`src/rtl/uart_rx_fifo_param.sv`:
```
// Oversampling UART receiver (configurable frame format) feeding a first-word-fall-through receive FIFO.
// Define UART_RX_MAJORITY_EN to take every bit as a 2-of-3 vote around mid-bit.
//
// state      | meaning
// IDLE       | line idle, waiting for a falling edge
// START      | qualifying the start bit at mid-bit
// DATA       | shifting in DATA_BITS data bits, LSB first
// PARITY     | sampling the parity bit
// STOP       | sampling STOP_BITS stop bits, then writing the FIFO
// BREAK_WAIT | line held low after an all-zero framing error

module uart_rx_fifo_param #(
    parameter int CLK_FREQ        = 100_000_000,
    parameter int BAUD_RATE       = 19200,
    parameter int OVERSAMPLE      = 16,
    parameter int DATA_BITS       = 8,
    parameter int PARITY_MODE     = 0,
    parameter int STOP_BITS       = 1,
    parameter int FIFO_DEPTH_BITS = 4
) (
    input  logic                       clk,
    input  logic                       rst,
    input  logic                       rx_serial_in,
    input  logic                       fifo_rd_en,
    input  logic                       clr_overrun,
    output logic [DATA_BITS-1:0]       fifo_data_out,
    output logic [1:0]                 fifo_err_out,
    output logic                       fifo_empty,
    output logic                       fifo_full,
    output logic [FIFO_DEPTH_BITS:0]   fifo_count,
    output logic                       rx_done,
    output logic                       overrun_flag
);

    localparam int DIV     = CLK_FREQ / (BAUD_RATE * OVERSAMPLE);
    localparam int DIV_W   = (DIV > 1) ? $clog2(DIV) : 1;
    localparam int OS_W    = $clog2(OVERSAMPLE + 1);
    localparam int DEPTH   = 2 ** FIFO_DEPTH_BITS;
    localparam int ENTRY_W = DATA_BITS + 2;
`ifdef UART_RX_MAJORITY_EN
    localparam int SAMPLE_TICK = OVERSAMPLE / 2 + 1;
`else
    localparam int SAMPLE_TICK = OVERSAMPLE / 2;
`endif

    typedef enum logic [2:0] {
        S_IDLE, S_START, S_DATA, S_PARITY, S_STOP, S_BREAK_WAIT
    } state_t;

    logic                     sync1_q, line_q;
    logic [DIV_W-1:0]         div_cnt_q, div_cnt_d;
    logic                     tick;
    logic [OS_W-1:0]          tick_cnt_q, tick_cnt_d, tick_nxt, tick_target;
    logic                     sample, bit_val, ferr_now;
    state_t                   state_q, state_d;
    logic [3:0]               bit_cnt_q, bit_cnt_d;
    logic [DATA_BITS-1:0]     shift_q, shift_d;
    logic                     perr_q, perr_d, ferr_q, ferr_d;
    logic                     rx_done_q, rx_done_d;
    logic [ENTRY_W-1:0]       wr_word_q, wr_word_d;
    logic [FIFO_DEPTH_BITS:0] wr_ptr_q, wr_ptr_d, rd_ptr_q, rd_ptr_d;
    logic [ENTRY_W-1:0]       mem_q [DEPTH];
    logic [ENTRY_W-1:0]       mem_d [DEPTH];
    logic [ENTRY_W-1:0]       head;
    logic                     overrun_q, overrun_d;
    logic                     wr_en, rd_en, full, empty;

    assign tick        = (div_cnt_q == DIV_W'(DIV - 1));
    assign tick_nxt    = tick_cnt_q + OS_W'(1);
    assign tick_target = (state_q == S_START) ? OS_W'(SAMPLE_TICK) : OS_W'(OVERSAMPLE);
    assign sample      = tick && (tick_nxt == tick_target);

`ifdef UART_RX_MAJORITY_EN
    // Line values at the two previous ticks; the current line is the third vote.
    logic [1:0] hist_q, hist_d;
    assign hist_d  = tick ? {hist_q[0], line_q} : hist_q;
    assign bit_val = (hist_q[1] & hist_q[0]) | (hist_q[1] & line_q) | (hist_q[0] & line_q);

    always_ff @(posedge clk) begin
        if (rst) hist_q <= 2'b11;
        else     hist_q <= hist_d;
    end
`else
    assign bit_val = line_q;
`endif

    always_comb begin
        if (state_q == S_IDLE && !line_q) div_cnt_d = '0;
        else if (tick)                    div_cnt_d = '0;
        else                              div_cnt_d = div_cnt_q + DIV_W'(1);
    end

    always_comb begin
        state_d    = state_q;
        tick_cnt_d = tick ? tick_nxt : tick_cnt_q;
        bit_cnt_d  = bit_cnt_q;
        shift_d    = shift_q;
        perr_d     = perr_q;
        ferr_d     = ferr_q;
        rx_done_d  = 1'b0;
        wr_word_d  = wr_word_q;
        ferr_now   = ferr_q | !bit_val;
        case (state_q)
            S_IDLE: begin
                tick_cnt_d = '0;
                bit_cnt_d  = '0;
                perr_d     = 1'b0;
                ferr_d     = 1'b0;
                if (!line_q) state_d = S_START;
            end
            S_START: if (sample) begin
                tick_cnt_d = '0;
                state_d    = bit_val ? S_IDLE : S_DATA;
            end
            S_DATA: if (sample) begin
                tick_cnt_d = '0;
                shift_d    = {bit_val, shift_q[DATA_BITS-1:1]};
                bit_cnt_d  = bit_cnt_q + 4'd1;
                if (bit_cnt_q == 4'(DATA_BITS - 1)) begin
                    bit_cnt_d = '0;
                    state_d   = (PARITY_MODE != 0) ? S_PARITY : S_STOP;
                end
            end
            S_PARITY: if (sample) begin
                tick_cnt_d = '0;
                perr_d     = ((^shift_q) ^ bit_val) != (PARITY_MODE == 2);
                state_d    = S_STOP;
            end
            S_STOP: if (sample) begin
                tick_cnt_d = '0;
                ferr_d     = ferr_now;
                bit_cnt_d  = bit_cnt_q + 4'd1;
                if (bit_cnt_q == 4'(STOP_BITS - 1)) begin
                    rx_done_d = 1'b1;
                    wr_word_d = {ferr_now, perr_q, shift_q};
                    // An all-zero frame with the line still low is a break: swallow it until release.
                    if (ferr_now && shift_q == '0 && !line_q) state_d = S_BREAK_WAIT;
                    else                                      state_d = S_IDLE;
                end
            end
            S_BREAK_WAIT: if (line_q) state_d = S_IDLE;
            default: state_d = S_IDLE;
        endcase
    end

    assign empty = (wr_ptr_q == rd_ptr_q);
    assign full  = (wr_ptr_q[FIFO_DEPTH_BITS] != rd_ptr_q[FIFO_DEPTH_BITS]) &&
                   (wr_ptr_q[FIFO_DEPTH_BITS-1:0] == rd_ptr_q[FIFO_DEPTH_BITS-1:0]);
    assign wr_en = rx_done_q & (!full | fifo_rd_en);
    assign rd_en = fifo_rd_en & !empty;

    always_comb begin
        mem_d    = mem_q;
        wr_ptr_d = wr_ptr_q;
        rd_ptr_d = rd_ptr_q;
        if (wr_en) begin
            mem_d[wr_ptr_q[FIFO_DEPTH_BITS-1:0]] = wr_word_q;
            wr_ptr_d = wr_ptr_q + 1'b1;
        end
        if (rd_en) rd_ptr_d = rd_ptr_q + 1'b1;
        // A new overrun takes priority over a clear in the same cycle.
        if (rx_done_q && full && !fifo_rd_en) overrun_d = 1'b1;
        else if (clr_overrun)                 overrun_d = 1'b0;
        else                                  overrun_d = overrun_q;
    end

    always_ff @(posedge clk) begin
        if (rst) begin
            sync1_q    <= 1'b1;
            line_q     <= 1'b1;
            div_cnt_q  <= '0;
            tick_cnt_q <= '0;
            state_q    <= S_IDLE;
            bit_cnt_q  <= '0;
            shift_q    <= '0;
            perr_q     <= 1'b0;
            ferr_q     <= 1'b0;
            rx_done_q  <= 1'b0;
            wr_word_q  <= '0;
            wr_ptr_q   <= '0;
            rd_ptr_q   <= '0;
            overrun_q  <= 1'b0;
            for (int i = 0; i < DEPTH; i++) mem_q[i] <= '0;
        end else begin
            sync1_q    <= rx_serial_in;
            line_q     <= sync1_q;
            div_cnt_q  <= div_cnt_d;
            tick_cnt_q <= tick_cnt_d;
            state_q    <= state_d;
            bit_cnt_q  <= bit_cnt_d;
            shift_q    <= shift_d;
            perr_q     <= perr_d;
            ferr_q     <= ferr_d;
            rx_done_q  <= rx_done_d;
            wr_word_q  <= wr_word_d;
            wr_ptr_q   <= wr_ptr_d;
            rd_ptr_q   <= rd_ptr_d;
            overrun_q  <= overrun_d;
            mem_q      <= mem_d;
        end
    end

    assign head          = mem_q[rd_ptr_q[FIFO_DEPTH_BITS-1:0]];
    assign fifo_data_out = head[DATA_BITS-1:0];
    assign fifo_err_out  = head[ENTRY_W-1:DATA_BITS];
    assign fifo_empty    = empty;
    assign fifo_full     = full;
    assign fifo_count    = wr_ptr_q - rd_ptr_q;
    assign rx_done       = rx_done_q;
    assign overrun_flag  = overrun_q;

endmodule
```
`config.mk`:
```
export PLATFORM = sky130hd
export DESIGN_NAME = uart_rx_fifo_param
export DESIGN_NICKNAME = d
export VERILOG_FILES = /design/src/rtl/uart_rx_fifo_param.sv
export SDC_FILE = /design/constraint.sdc
export NUM_CORES = 1
export LEC_CHECK = 0
export CORE_MARGIN = 2
export CORE_UTILIZATION = 62
export CTS_CLUSTER_DIAMETER = 100
export DETAILED_ROUTE_END_ITERATION = 8
export PLACE_DENSITY = 0.8
export SYNTH_ARGS = -nofsm -noshare
export SYNTH_HDL_FRONTEND = slang
export SYNTH_SLANG_ARGS = --single-unit
```
`constraint.sdc`:
```
create_clock -name clk -period 4.8 [get_ports clk]
set_input_delay 0.72 -clock clk [delete_from_list [all_inputs] [get_ports clk]]
set_output_delay 0.72 -clock clk [all_outputs]
set_load 0.02 [all_outputs]
```
* Word-level counts from Yosys, hierarchy flattened
Index checks and enable logic that the tools add are counted.
Operators by class: multiply operators 0, bitwise gates (word level) 9, reductions and logical operators 29, equality and inequality tests 19, divide/modulo/power cells 0, add/sub/neg operators 6, shift-type cells 0, order comparisons 3, mux-type cells 32
Operator list (count):
- 160-bit bitwise mux | 1
- 10-bit binary-select mux with 4-bit select | 1
- 10-bit demux with 4-bit select | 1
- 10-bit 2-to-1 mux | 3
- 3-bit 2-to-1 mux | 9
- 3-bit one-hot mux with 6 select lines | 1
- 2-bit inequality test, second input constant | 8
- 5-bit by 1-bit adder with 5-bit output, second input constant | 3
- 5-bit 2-to-1 mux | 3
- 4-bit 2-to-1 mux | 3
- 4-bit one-hot mux with 3 select lines | 1
- 5-bit equality test | 2
- 5-bit greater-or-equal comparator, second input constant | 2
- 4-bit inverter with 5-bit output | 2
- 5-bit one-hot mux with 2 select lines | 1
- 9-bit by 1-bit adder with 9-bit output, second input constant | 1
- 9-bit equality test, second input constant | 1
- 1-bit logical AND | 8
- 8-bit zero test | 1
- 8-bit AND reduction | 1
- 8-bit parity | 1
- 3-bit by 2-bit equality test with 1-bit output, second input constant | 2
- 3-bit equality test, second input constant | 2
- 2-bit AND reduction | 3
- other kinds (22) | 37
Storage, ports and cells: input bits 5, bits in latches 0, bits in read-only memories 0, register bits after elaboration 215, logic and storage cells 128, memories 0, bits in writable memories 0

* Logic depth before layout (Yosys ltp)
depth after elaboration 8, mapped depth 13, mapped depth without buffers 8

* Worst setup path after synthesis
OpenSTA, ideal clock, no wires.
path kind reg-to-reg, start point reg rd_ptr_q[1], end point reg mem_q[80] (netlist bit), path buffers 4, clock period less this slack 3.334 ns, setup time 0.128 ns, required time 4.672 ns, data arrival time 3.207 ns, stages on the path, launching flop included 13, slack 1.466 ns, cell sequence dfxtp_1 -> clkbuf_1 -> buf_1 -> clkbuf_1 -> inv_1 -> ha_1 -> nand4_1 -> o31a_1 -> clkbuf_1 -> nand2_1 -> nor2_2 -> mux2i_1 -> nor2_1
Between the ends: longest elaborated chain between the ends 5
RTL lines:
- from (decl) | line 61 | logic [FIFO_DEPTH_BITS:0] wr_ptr_q, wr_ptr_d, rd_ptr_q, rd_ptr_d;
- from (signal assigned) | line 197 | rd_ptr_q <= rd_ptr_d;
- 4-bit equality test | line 148 | (wr_ptr_q[FIFO_DEPTH_BITS-1:0] == rd_ptr_q[FIFO_DEPTH_BITS-1:0]);
- 1-bit logical AND | line 147 | assign full = (wr_ptr_q[FIFO_DEPTH_BITS] != rd_ptr_q[FIFO_DEPTH_BITS]) &&
- 1-bit zero test | line 149 | assign wr_en = rx_done_q & (!full | fifo_rd_en);
- 1-bit OR | line 149
- 1-bit bitwise AND | line 149
- to (signal assigned) | line 199 | mem_q <= mem_d;
- to (decl) | line 62 | logic [ENTRY_W-1:0] mem_q [DEPTH];
Every way passes these cells. A chain may end at the register's enable or synchronous reset.

* Final worst setup path
start point reg rd_ptr_q[0], end point out fifo_data_out[6]
Between the ends: longest elaborated chain between the ends 4
RTL lines:
- 4-bit inverter with 5-bit output (not written as such) | line 203 | assign head = mem_q[rd_ptr_q[FIFO_DEPTH_BITS-1:0]];
- 10-bit binary-select mux with 4-bit select | line 203
- 10-bit 2-to-1 mux (not written as such) (2 in a row) | line 203
- to (decl) | line 26 | output logic [DATA_BITS-1:0] fifo_data_out,
Every way passes these cells. The select of a mux whose other input is x is not followed.

==> PnR_summary.wiki <==
{| class="wikitable"
! Metric !! Value
|-
| Critical path arrival || 3.19 ns
|-
| Initial DRC Count || approximately 540
|-
| Via-to-Cell Ratio || 5.93
|-
| Antenna violations before repair || 0
|-
| Post-synthesis instance total || roughly 1000
|-
| Die outline area || 16900 sq um
|-
| Overall global routing resource usage || 26.5%
|-
| Category of the most critical setup path || reg -> out
|-
| Highest achievable clock rate || 256 MHz
|-
| Start of the worst register-to-register path || rd_ptr_q[0]$_SDFFE_PP0P_
|-
| Arithmetic-cell share of the synthesized area counting full adders, half adders and majority gates || 2.84%
|-
| Critical-path cell with the highest stage delay || dfxtp_2
|-
| Final critical-path share of the clock period || about 80%
|-
| Cell-by-cell listing of the critical path || buf_12 -> mux4_2 -> mux4_2 -> clkdlybuf4s50_1
|-
| Total length of routed wires || 21.6 mm
|-
| Post-detailed-route DRC marker count || 0
|-
| CP bufs+invs || 2
|-
| Leftover overflow at the end of global routing || 0
|-
| Synth top area share || between 40% and 50%
|-
| Power density over the cells || 326 nW/um^2
|-
| Total of max-cap violations || 0
|-
| Synth Register Bits || around 220
|-
| Post-synth design cell area || 9810 sq um
|-
| CTS buffer count || 23
|-
| Number of hold buffers added after cts || 0
|-
| Post-route setup TNS || 0 ns
|-
| Root buffer selected by CTS || clkbuf_16
|-
| Area Overhead vs Synth || 10.3%
|-
| Fraction of the mapped netlist area in simple logic gates || between 10 and 15%
|-
| Path depth of the worst reg2reg path || 8
|-
| Pin count of the biggest net entering global routing || roughly 160
|-
| Number of nets with antenna violations after detailed routing || 0
|-
| Biggest area consumer among synthesized cells || dfxtp_1
|-
| Via count of the routed design || 7051
|-
| Clock tree skew after final layout || 0.00710 ns
|-
| Required time worst endpoint || ~4.1 ns
|-
| Multiplexer share of the synthesized area || 25.7%
|-
| Commonest register cell after synthesis || dfxtp_1
|-
| Sequential-to-total area share from yosys stat || a little over two fifths
|-
| Worst Setup SP || rd_ptr_q[0]$_SDFFE_PP0P_
|-
| Final slew viol count || 0
|-
| Leak Pwr || ~3.7 nW
|-
| Endpoint of the most critical register-to-register path || mem_q[138]$_SDFFE_PP0P_
|-
| Routed WL per cell || 18.2 um
|-
| Global placer's final weighted congestion || approximately 0.86
|-
| Die outline width || 130 um
|-
| Register-to-register setup slack || roughly 1.3 ns
|-
| Category of the worst setup path launch point || flip-flop
|-
| Net count after synthesis || 1014
|-
| Initial core utilization || 64.1%
|-
| Yosys warns || 0
|-
| Global-route wire length before repair || roughly 36 mm
|-
| Crit path depth || 4
|-
| Fraction of registers with async set or reset after synthesis || 0%
|-
| Min-delay worst type || reg -> reg
|-
| Post-route minimum period || 3.91 ns
|-
| Multi-input combinational cell area || 5090 sq um
|-
| Htree depth || 1
|-
| Instance area at placement || 10100 sq um
|-
| Area occupied by registers || between 4000 and 5000 sq um
|-
| Actual slew at the worst max-slew pin || 1.19 ns
|-
| Worst setup margin || 0.889 ns
|-
| Capturing instance or port of the critical path || fifo_data_out[6]
|-
| Number of buffers inserted to repair setup after CTS || 0
|-
| Number of sinks on the clock net || 215
|-
| Vias in the first global route || 6891
|-
| Fin Hold WS || around 0.41 ns
|-
| Main combinational cell family by area after synthesis || multiplexers
|-
| Cell mode on critical path || mux4_2
|-
| CTS tree || done
|-
| Ratio of cells with drive above 1 in the final layout || between 10% and 20%
|-
| Area fraction in compound gates after synthesis || 6.45%
|-
| Layout net count || 991
|-
| Post-cts resize count || 0
|-
| RSZ-0062 raised after global routing || false
|-
| Post-route cell area || 10800 sq um
|-
| Standard-cell row count || 45
|-
| Cell class contributing the biggest share of worst-path delay || multiplexers
|-
| Mean instance size in the synthesized netlist || 9.92 sq um
|-
| Final-report hold violation count || 0
|-
| Buffers added on ports || 23
|-
| Worst rel slew slack || about a fifth
|-
| Final-layout fill cell count || 1160
|-
| HPWL after DPL || around 14 mm
|-
| Outcome || finished clean
|-
| Share of the synthesized netlist area taken by xor and xnor gates || under 10%
|-
| Post-synthesis cell type count || 54
|-
| Number of flops mapped to enable cells by yosys || 0
|-
| Critical Path End Type || output port
|-
| Setup Slack @ Placement || 1.25 ns
|-
| Cell types with the largest area share after synthesis || dfxtp_1, mux2i_1, mux4_2
|-
| Clk Latency, worst-skew pair || 0.50 ns
|-
| Biggest cell delay along the critical path || 0.72 ns
|-
| Number of top-level design ports || 24
|-
| Count of antenna diodes in the layout || 0
|-
| Clock Path Buffers || 3
|-
| Worst-path fanout max || 26
|-
| Core region area || 15300 sq um
|-
| Worst-case vdd ir drop || 0.000313 V
|-
| Number of endpoints failing setup at the final stage || 0
|-
| Initial DRT Pass Iterations || 5
|-
| Post-CTS clock slew at the launch and capture registers of the worst setup and hold paths || 0.06 ns
|-
| Die Span Y || 130 um
|}
## flip-flops by register name, summed over array words and instances (netlist names)
register	flops
wr_word_q	10
rd_ptr_q	5
wr_ptr_q	5
bit_val	1
shift_q	8
tick_cnt_q	5
sync1_q	1
ferr_q	1
mem_q	160
state_q	3
perr_q	1
overrun_flag	1
bit_cnt_q	4
div_cnt_q	9
rx_done	1
## power by group
group | total [mW] | internal, mW | leakage, nW | switching (mW)
Clock | 1.69 | 1.02 | 0.352 | 0.671
Combinational | 0.0508 | 0.0120 | 1.63 | 0.0387
Sequential | 1.79 | 1.79 | 1.73 | 0.00583
Total | 3.53 | 2.82 | 3.71 | 0.715
## placed cells by master (no fill, tap or decap), types with 3 or more instances in the layout
cell | netlist | routed
o21ai_0 | 43 | 43
dfxtp_1 | 215 | 213
mux4_2 | 50 | 50
ha_1 | 19 | 19
xor2_1 | 15 | 15
clkbuf_16 | 0 | 23
nor4_1 | 3 | 3
clkbuf_1 | 68 | 6
nand2b_1 | 5 | 5
inv_1 | 27 | 27
mux2i_1 | 138 | 138
nor2_2 | 8 | 8
nand4_1 | 11 | 11
nor2_1 | 176 | 176
xnor2_1 | 16 | 16
nand3_1 | 8 | 8
clkbuf_8 | 0 | 6
nand2_1 | 53 | 53
a21o_1 | 4 | 4
nand3b_1 | 4 | 4
o211ai_1 | 4 | 4
nor3_2 | 0 | 4
nand4b_1 | 3 | 3
buf_4 | 0 | 13
clkdlybuf4s50_1 | 0 | 22
nor2b_1 | 4 | 4
a21oi_1 | 49 | 49
nor3_1 | 14 | 10
## cell type report
cell class,instances,area share [%]
multi-input combinational,662,47.0
sequential,215,39.8
clock buffer,35,6.29
timing repair buffer,37,3.22
tap,211,2.44
inverter,27,0.936
clock inverter,2,0.324
## how the worst min path moves through the flow
| stage | depth (start not counted) | startpoint | slack [ns] | endpoint |
|---|---|---|---|---|
| CTS | 1 | sync1_q$_SDFF_PP1_ | 0.42 | bit_val$_SDFF_PP1_ |
| floorplan | 1 | sync1_q$_SDFF_PP1_ | 0.39 | bit_val$_SDFF_PP1_ |
| global route | 1 | sync1_q$_SDFF_PP1_ | 0.43 | bit_val$_SDFF_PP1_ |
| detailed placement | 1 | sync1_q$_SDFF_PP1_ | 0.40 | bit_val$_SDFF_PP1_ |
| finish | 1 | sync1_q$_SDFF_PP1_ | 0.41 | bit_val$_SDFF_PP1_ |
| global placement | 1 | sync1_q$_SDFF_PP1_ | 0.39 | bit_val$_SDFF_PP1_ |
## metrics by stage
| stage | power [mW] | util, % | cells |
|---|---|---|---|
| after detailed placement | 1.88 | 66.0 | 1152 |
| after global placement | 1.88 | 66.0 | 1152 |
| final | 3.53 | 70.7 | 1189 |
| after CTS | 3.56 | 70.7 | 1189 |
| after floorplan | 1.87 | - | 989 |
| after global routing | 3.63 | 70.7 | 1189 |
## synthesized netlist by cell type, types with 2 or more instances
library cell / n
dfxtp_1: 215
nor2_1: 176
mux2i_1: 138
clkbuf_1: 68
nand2_1: 53
mux4_2: 50
a21oi_1: 49
o21ai_0: 43
inv_1: 27
ha_1: 19
xnor2_1: 16
xor2_1: 15
nor3_1: 14
nand4_1: 11
buf_2: 9
nand3_1: 8
nor2_2: 8
buf_1: 7
nand2b_1: 5
a21o_1: 4
nand3b_1: 4
nor2b_1: 4
o211ai_1: 4
nand4b_1: 3
nor4_1: 3
a31oi_1: 2
nand4bb_1: 2
o31ai_1: 2
or2_2: 2
or3_1: 2
or4_1: 2
or4b_1: 2
## layer usage
metal | track usage [%] | share of wire [%] | vias to the layer above
li1 | - | - | 3384
met2 | 43.8 | 47 | 193
met1 | 35.3 | 44 | 3428
met3 | 4.67 | 5.8 | 46
met5 | 0.882 | 0 | -
met4 | 9.61 | 3.4 | 0
## logic make-up (layout without fill, tap and decap cells)
family | count (synthesis) | count (layout)
mux | 189 | 189
flops | 215 | 215
buf+inv | 112 | 101
fa+ha+maj | 22 | 22
xor+xnor | 31 | 31
simple gates | 307 | 307
compound gates | 113 | 113
No activity file was read; power rests on OpenSTA's default activity.
